**config.mk**
```make
export PLATFORM = sky130hd
export DESIGN_NAME = icache_refill_controller
export DESIGN_NICKNAME = d
export VERILOG_FILES = /design/src/rtl/icache_pkg.sv /design/src/rtl/icache_line_assembler.sv /design/src/rtl/icache_refill_controller.sv
export SDC_FILE = /design/constraint.sdc
export NUM_CORES = 1
export LEC_CHECK = 0
export CAP_MARGIN = 20
export CORE_AREA = 2 2 272 274
export CTS_BUF_LIST = sky130_fd_sc_hd__clkbuf_8
export CTS_CLUSTER_SIZE = 40
export DETAILED_ROUTE_END_ITERATION = 8
export DIE_AREA = 0 0 274 276
export GPL_TIMING_DRIVEN = 0
export PLACE_DENSITY = 0.56
export SETUP_SLACK_MARGIN = 0.2
export SYNTH_ARGS = -nofsm -noshare
export SYNTH_HDL_FRONTEND = slang
export SYNTH_SLANG_ARGS = --single-unit
export TNS_END_PERCENT = 20
```
**constraint.sdc**
```tcl
create_clock -name clk -period 4.4 [get_ports clk]
set_input_delay 1.1 -clock clk [delete_from_list [all_inputs] [get_ports clk]]
set_output_delay 1.1 -clock clk [all_outputs]
set_load 0.05 [all_outputs]
```
**src/rtl/icache_pkg.sv**
```systemverilog
// Shared types and geometry for the instruction-cache refill path.
// Default geometry: 64-byte lines, 8 ways, 64-bit memory beats.
package icache_pkg;

  localparam int CFG_LINE_SIZE = 64;
  localparam int CFG_WAYS      = 8;
  localparam int CFG_MEM_WIDTH = 64;

  localparam int BEATS      = CFG_LINE_SIZE * 8 / CFG_MEM_WIDTH;
  localparam int BEAT_CNT_W = $clog2(BEATS);
  localparam int OFFSET_W   = $clog2(CFG_LINE_SIZE);
  localparam int WAY_W      = $clog2(CFG_WAYS);

  typedef enum logic [2:0] {
    S_IDLE,
    S_REQ,
    S_FILL,
    S_UPDATE,
    S_DRAIN
  } state_e;

  function automatic logic [31:0] line_base(input logic [31:0] addr, input int unsigned line_size);
    return addr & ~(line_size[31:0] - 32'd1);
  endfunction

endpackage

```
**src/rtl/icache_line_assembler.sv**
```systemverilog
// Beat counter plus line buffer: each accepted beat lands at slot cnt, then cnt advances.
// store_i low still advances the counter, so aborted refills can drain without touching the buffer.
module icache_line_assembler
  import icache_pkg::*;
#(
  parameter int MEM_WIDTH = CFG_MEM_WIDTH,
  parameter int NBEATS    = BEATS,
  parameter int CNT_W     = BEAT_CNT_W
) (
  input  logic                        clk,
  input  logic                        rst,
  input  logic                        clr_i,
  input  logic                        beat_vld_i,
  input  logic                        store_i,
  input  logic [MEM_WIDTH-1:0]        beat_dat_i,
  output logic [CNT_W-1:0]            cnt_o,
  output logic                        last_o,
  output logic [NBEATS*MEM_WIDTH-1:0] line_o
);

  logic [CNT_W-1:0]            cnt_q, cnt_d;
  logic [NBEATS*MEM_WIDTH-1:0] line_q, line_d;

  always_comb begin
    cnt_d  = cnt_q;
    line_d = line_q;
    if (clr_i) begin
      cnt_d = '0;
    end else if (beat_vld_i) begin
      cnt_d = cnt_q + 1'b1;
      if (store_i) line_d[cnt_q*MEM_WIDTH +: MEM_WIDTH] = beat_dat_i;
    end
  end

  always_ff @(posedge clk or negedge rst) begin
    if (!rst) begin
      cnt_q  <= '0;
      line_q <= '0;
    end else begin
      cnt_q  <= cnt_d;
      line_q <= line_d;
    end
  end

  assign cnt_o  = cnt_q;
  assign last_o = (cnt_q == CNT_W'(NBEATS - 1));
  assign line_o = line_q;

endmodule

```
**src/rtl/icache_refill_controller.sv**
```systemverilog
// Miss handler: stalls fetch, issues a line burst read, assembles beats, installs the line
// into a round-robin way. Flush aborts; an accepted burst is always drained to completion.
module icache_refill_controller
  import icache_pkg::*;
#(
  parameter int LINE_SIZE = CFG_LINE_SIZE,
  parameter int WAYS      = CFG_WAYS,
  parameter int MEM_WIDTH = CFG_MEM_WIDTH
) (
  input  logic                              clk,
  input  logic                              rst,
  input  logic                              flush,
  input  logic                              query_valid,
  input  logic [31:0]                       query_addr,
  input  logic                              query_hit,
  output logic                              miss_stall,
  output logic                              mem_req_valid,
  input  logic                              mem_req_ready,
  output logic [31:0]                       mem_req_addr,
  output logic [7:0]                        mem_req_len,
  input  logic                              mem_rvalid,
  input  logic [MEM_WIDTH-1:0]              mem_rdata,
  input  logic                              mem_rlast,
  output logic                              do_update_line,
  output logic                              do_update_tag_and_valid,
  output logic                              do_clear_dirty,
  output logic [31:0]                       update_addr,
  output logic [LINE_SIZE*8-1:0]            update_line_data,
  output logic [$clog2(WAYS)-1:0]           update_way,
  output logic                              update_dirty_bit,
  output logic                              refill_done,
  output logic                              refill_err
);

  localparam int NBEATS   = LINE_SIZE * 8 / MEM_WIDTH;
  localparam int CNT_W    = $clog2(NBEATS);
  localparam int WAY_BITS = $clog2(WAYS);

  state_e                state_q, state_d;
  logic [31:0]           miss_addr_q, miss_addr_d;
  logic [WAY_BITS-1:0]   rr_q, rr_d;
  logic                  err_q, err_d;
  logic                  asm_clr, asm_vld, asm_store, asm_last;
  logic [CNT_W-1:0]      asm_cnt;
  logic                  miss;

  assign miss = query_valid & ~query_hit & ~flush;

  always_comb begin
    state_d                 = state_q;
    miss_addr_d             = miss_addr_q;
    rr_d                    = rr_q;
    err_d                   = err_q;
    asm_clr                 = 1'b0;
    asm_vld                 = 1'b0;
    asm_store               = 1'b0;
    miss_stall              = 1'b0;
    mem_req_valid           = 1'b0;
    mem_req_addr            = 32'd0;
    mem_req_len             = 8'd0;
    do_update_line          = 1'b0;
    do_update_tag_and_valid = 1'b0;
    refill_done             = 1'b0;
    unique case (state_q)
      S_IDLE: begin
        miss_stall = miss;
        if (miss) begin
          miss_addr_d = line_base(query_addr, LINE_SIZE);
          state_d     = S_REQ;
        end
      end
      S_REQ: begin
        miss_stall    = 1'b1;
        mem_req_valid = 1'b1;
        mem_req_addr  = miss_addr_q;
        mem_req_len   = 8'(NBEATS - 1);
        if (mem_req_ready) begin
          asm_clr = 1'b1;
          state_d = flush ? S_DRAIN : S_FILL;
        end else if (flush) begin
          state_d = S_IDLE;
        end
      end
      S_FILL: begin
        miss_stall = 1'b1;
        if (mem_rvalid) begin
          asm_vld   = 1'b1;
          asm_store = 1'b1;
          if (mem_rlast != asm_last) err_d = 1'b1;
          // Counter, not rlast, decides where the line ends.
          if (asm_last)   state_d = flush ? S_IDLE : S_UPDATE;
          else if (flush) state_d = S_DRAIN;
        end else if (flush) begin
          state_d = S_DRAIN;
        end
      end
      S_DRAIN: begin
        miss_stall = 1'b1;
        if (mem_rvalid) begin
          asm_vld = 1'b1;
          if (mem_rlast != asm_last) err_d = 1'b1;
          if (asm_last) state_d = S_IDLE;
        end
      end
      S_UPDATE: begin
        miss_stall              = 1'b1;
        do_update_line          = ~flush;
        do_update_tag_and_valid = ~flush;
        refill_done             = ~flush;
        if (!flush) rr_d = rr_q + 1'b1;
        state_d = S_IDLE;
      end
      default: state_d = S_IDLE;
    endcase
  end

  always_ff @(posedge clk or negedge rst) begin
    if (!rst) begin
      state_q     <= S_IDLE;
      miss_addr_q <= 32'd0;
      rr_q        <= '0;
      err_q       <= 1'b0;
    end else begin
      state_q     <= state_d;
      miss_addr_q <= miss_addr_d;
      rr_q        <= rr_d;
      err_q       <= err_d;
    end
  end

  icache_line_assembler #(
    .MEM_WIDTH (MEM_WIDTH),
    .NBEATS    (NBEATS),
    .CNT_W     (CNT_W)
  ) u_asm (
    .clk        (clk),
    .rst        (rst),
    .clr_i      (asm_clr),
    .beat_vld_i (asm_vld),
    .store_i    (asm_store),
    .beat_dat_i (mem_rdata),
    .cnt_o      (asm_cnt),
    .last_o     (asm_last),
    .line_o     (update_line_data)
  );

  // Address, way and line are held registers; only the strobes qualify them.
  assign update_addr      = miss_addr_q;
  assign update_way       = rr_q;
  assign refill_err       = err_q;
  assign do_clear_dirty   = 1'b0;
  assign update_dirty_bit = 1'b0;

endmodule

```
# Word level (Yosys, flattened, before mapping)
# Index checks and enable logic that the tools add are counted.
# classes
n_addsub	3
shift	2
bitwise_logic	5
reduce_logical	9
muxes	24
n_eq_ne	10
# op_table
operator	n
$bwmux 512	1
$shift 64x34->512 const A	1
$shiftx 64x34->512	1
$mux 3	12
$neg 9->34	1
$mux 32	1
$pmux 3 s4	1
$mux 1	7
$add 3x1->3 const B	2
$eq 3x2->1 const B	2
$eq 3x3->1 const B	2
$ne 2x2->1 const B	3
$reduce_and 3->1	2
$reduce_and 2->1	2
$reduce_and 4->1	1
$reduce_or 4->1	1
$eq 3x1->1 const B	1
$logic_not 3->1	1
$ne 3x3->1 const B	1
$not 1->1	3
$and 1x1->1	2
$mux 2	1
$pmux 1 s2	1
$reduce_bool 2->1	1
2 further kinds	2
# totals
in_bits	104
reg_bits	548

# Logic depth before layout (Yosys ltp)
# logic_depth
ltp_word	5
mapped_depth	10

# By module
# Synthesis repeated with hierarchy kept, for this count alone.
# unflattened
cells_unflattened	2036
hier_area_um2	24081.8
# modules_own_cells
mod	area_each_um2	seq_area_each_um2	cells_each	n_inst
icache_line_assembler	22262.6	12887.4	1890	1
icache_refill_controller	1819.2	825.8	146	1

# Worst setup path before layout
# Ideal clock, no wire load.
# synth_timing
kind	input to output
from	input port flush
to	output port do_update_tag_and_valid
required_time_ns	3.300
path_slack_ns	-0.208
path_buffers	1
arrival_time_ns	3.508
path_stages	2
path_cell_list	nor4bb_1 > buf_4
# synth_via
elab_chain_len	2
# synth_lines
element	line_no	source
start, declared	icache_refill_controller.sv:12	input logic flush,
$not 1->1 (no source line)	-	
$mux 1	icache_refill_controller.sv:64	unique case (state_q)
end, declared	icache_refill_controller.sv:25	output logic do_update_tag_and_valid,
# No other way between the ends.

# Worst setup path after layout
# layout_timing
from	register state_q[2]
to	output port mem_req_addr[24]
# layout_via
elab_chain_len	2
# layout_lines
element	line_no	source
start, declared	icache_refill_controller.sv:39	state_e state_q, state_d;
start signal, assigned	icache_refill_controller.sv:124	state_q <= state_d;
$eq 3x1->1	icache_refill_controller.sv:64	
$mux 32	icache_refill_controller.sv:64	
end, declared	icache_refill_controller.sv:19	output logic [31:0] mem_req_addr,
# No other way between the ends.

==> impl_metrics.env <==
export IMPL_outcome="finished clean"
export IMPL_worstPathMaxFanout=13
export IMPL_finalSetupViolations=0
export IMPL_p_seq_frac=0.374
export IMPL_dr_pass1_iters=4
export IMPL_hold_class="input port to asynchronous set/reset pin"
export IMPL_syn_to_final_growth_pct=46.4
export IMPL_fp_dieW_um=274
export IMPL_synth_fa_ha_area_frac=0.00341
export IMPL_place_gp_congestion=0.817
export IMPL_switching_share=0.371
export IMPL_final_common_cell="clkdlybuf4s50_1"
export IMPL_power_switching_uw=5750
export IMPL_crit_required_ns=3.30
export IMPL_muxShareOfSynthArea=0.277
export IMPL_worst_setup_path_start_kind="flop"
export IMPL_leakage_uw=0.0156
export IMPL_grt_max_degree=127
export IMPL_ctsRootBufferMaster="clkbuf_8"
export IMPL_antenna_found_initial=4
export IMPL_nets=2313
export IMPL_cts_tree="built"
export IMPL_p_per_area_mw_per_mm2=480
export IMPL_critPathCaptureType="output port"
export IMPL_start_util=0.303
export IMPL_synthArstFlopShare=1.00
export IMPL_post_cts_buffers=0
export IMPL_synth_compound_area_frac=0.00734
export IMPL_final_antenna_net_count=0
export IMPL_rows=99
export IMPL_netlist_area_mm2=0.0220
export IMPL_arrival_ns=3.04
export IMPL_syn_area_per_cell_um2=15.6
export IMPL_dp_hpwl_um=55300
export IMPL_synth_seq_cells=548
export IMPL_fin_area_mm2=0.0322
export IMPL_yosysSeqAreaShare=0.623
export IMPL_area_sequential_mm2=0.0137
export IMPL_num_io_pins=699
export IMPL_drt_first_iter_violations=458
export IMPL_clock_sinks=548
export IMPL_cts_path_max_buffers=3
export IMPL_grt_overflow=0
export IMPL_ys_warn_count=0
export IMPL_fp_dieArea_mm2=0.0756
export IMPL_layout_common_cells="655 x clkdlybuf4s50_1, 548 x dfrtp_1, 474 x mux2_2"
export IMPL_comb_power_share=0.318
export IMPL_relSlewSlack=0.351
export IMPL_internal_power_uw=9720
export IMPL_p_total_uw=15500
export IMPL_power_frac_clock=0.308
export IMPL_via_per_inst=4.51
export IMPL_fin_worst_skew_ns=0.0419
export IMPL_htree_levels=3
export IMPL_synth_edf_count=0
export IMPL_nFillCells=6688
export IMPL_clk_pin_slew_ns=0.06
export IMPL_ir_drop_v=0.000501
export IMPL_die_h_um=276
export IMPL_synth_top_family_by_area="multiplexers"
export IMPL_synth_xor_area_frac=0.00199
export IMPL_ctsHoldBuffers=0
export IMPL_rsz0062_at_grt="yes"
export IMPL_fmax_ghz=0.242
export IMPL_path_class="flop to output port"
export IMPL_finalHoldViolCount=0
export IMPL_clock_latency_ns=0.70
export IMPL_dpl_cell_count=3063
export IMPL_fin_crit_ns=4.14
export IMPL_yosysUniqueCellTypes=35
export IMPL_drv_slew=0
export IMPL_maxCapViolations=0
export IMPL_synth_cells=1407
export IMPL_track_usage=0.194
export IMPL_placed_cell_area_mm2=0.0302
export IMPL_drt_wirelength_per_cell_um=23.1
export IMPL_fin_crit_sh=0.940
export IMPL_layout_drive_gt1_share=0.316
export IMPL_drt_total_wl_um=74700
export IMPL_drc_errors=0
export IMPL_multi_input_area_mm2=0.00766
export IMPL_core_mm2=0.0726
export IMPL_finalNonFillerCells=3237
export IMPL_synthSimpleGateAreaFrac=0.0546
export IMPL_grt_pass1_vias=15700
export IMPL_worstMarginPinSlew_ns=0.974
export IMPL_synth_flop_cell="dfrtp_1"
export IMPL_grt_first_pass_wirelength_um=109000
export IMPL_cts_buffers=97
export IMPL_dr_total_vias=14600
export IMPL_portBuffers=673
what timing repair did:
item                       CTS  global route
resized for setup            3            17
setup endpoints to repair   21            27
cloned                       0             0
Yosys cell counts (2+ instances only):
cell | number | area (um2)
buf_2 | 25 | 125
clkbuf_1 | 16 | 60.1
xnor2_1 | 2 | 17.5
xor2_1 | 3 | 26.3
buf_6 | 25 | 282
nor3_1 | 2 | 10.0
buf_4 | 31 | 233
and2_1 | 156 | 976
nor2_1 | 4 | 15.0
inv_1 | 4 | 15.0
a21oi_1 | 6 | 30.0
o21a_1 | 2 | 15.0
dfrtp_1 | 548 | 13700
mux2_2 | 474 | 5340
mux2_1 | 60 | 676
nand2b_1 | 2 | 12.5
nand3_1 | 3 | 15.0
mux2_4 | 5 | 75.1
nand2_1 | 4 | 15.0
ha_1 | 6 | 75.1
o21ai_0 | 4 | 20.0
nand3_2 | 4 | 40.0
o2111ai_4 | 3 | 78.8
nor2b_1 | 6 | 37.5
nor3b_1 | 2 | 15.0
final timing paths:
check | start | endpoint | slack, ns | depth (start not counted)
worst min-delay path | rst | update_addr[29] | 0.48 | 2
max in group asynchronous | rst | u_asm.line_o[287] | 2.26 | 4
worst max register to register | u_asm.cnt_o[0] | u_asm.line_o[44] | 0.56 | 9
min in group clk | refill_err | refill_err | 0.49 | 1
worst max-delay path | state_q[2] | mem_req_addr[24] | 0.26 | 5
worst min register to register | refill_err | refill_err | 0.49 | 1
per-stage QoR:
stage	hold slack (ns)	setup WS, ns	setup TNS [ns]	utilization
3_5_place_dp	0.481	-0.0501	-0.0805	0.416
6_report	0.480	0.262	0	0.444
5_1_grt	0.490	0.0521	0	0.444
3_3_place_gp	0.456	-22.11	-	0.413
4_1_cts	0.449	0.0383	0	0.443
2_1_floorplan	0.590	0.562	0	-
cell type report:
cell class | instances | area share
Timing Repair Buffer | 679 | 0.215
Clock inverter | 44 | 0.00703
Sequential cell | 548 | 0.426
Tap cell | 959 | 0.0373
Multi-Input combinational cell | 776 | 0.238
Clock buffer | 128 | 0.0547
Buffer | 97 | 0.0217
Inverter | 4 | 0.000466
Antenna cell | 2 | 0.000155
layer usage:
metal	GRT usage	wire length, um	part of all wire	vias to the layer above
li1	-	-	-	6461
met1	0.228	29100	0.39	7554
met2	0.341	38100	0.51	462
met3	0.0526	5100	0.068	119
met4	0.0670	2330	0.031	0
met5	0	0	0	-
logic make-up (layout without fill, tap and decap cells):
group	count (synthesis)	in the layout
AOI/OAI and AO/OA	17	17
other	1	21
muxes	539	539
buffers and inverters	101	952
DFF	548	548
xor gates and xnor gates	5	5
adders and majority gates	6	6
and+or+nand+nor	190	190
registers in the layout, indices dropped and copies added (netlist names):
name,count
refill_err,1
state_q,3
u_asm.cnt_o,3
u_asm.line_o,512
update_addr,26
update_way,3
critical path, stage by stage (launching register included):
cell,delay (ns)
dfrtp_1,0.38
buf_2,0.20
nor3b_1,0.26
clkbuf_1,0.49
and2_1,0.22
clkdlybuf4s50_1,0.81
power by group through the flow:
stage	logic (uW)	registers (uW)	clock network, uW
2_1_floorplan	1540	7350	0
3_3_place_gp	4880	5870	0
3_5_place_dp	4960	5860	0
4_1_cts	4980	5780	4950
5_1_grt	5150	5840	5180
6_report	4920	5780	4770
Note: power is estimated with default switching activity, not from simulation.
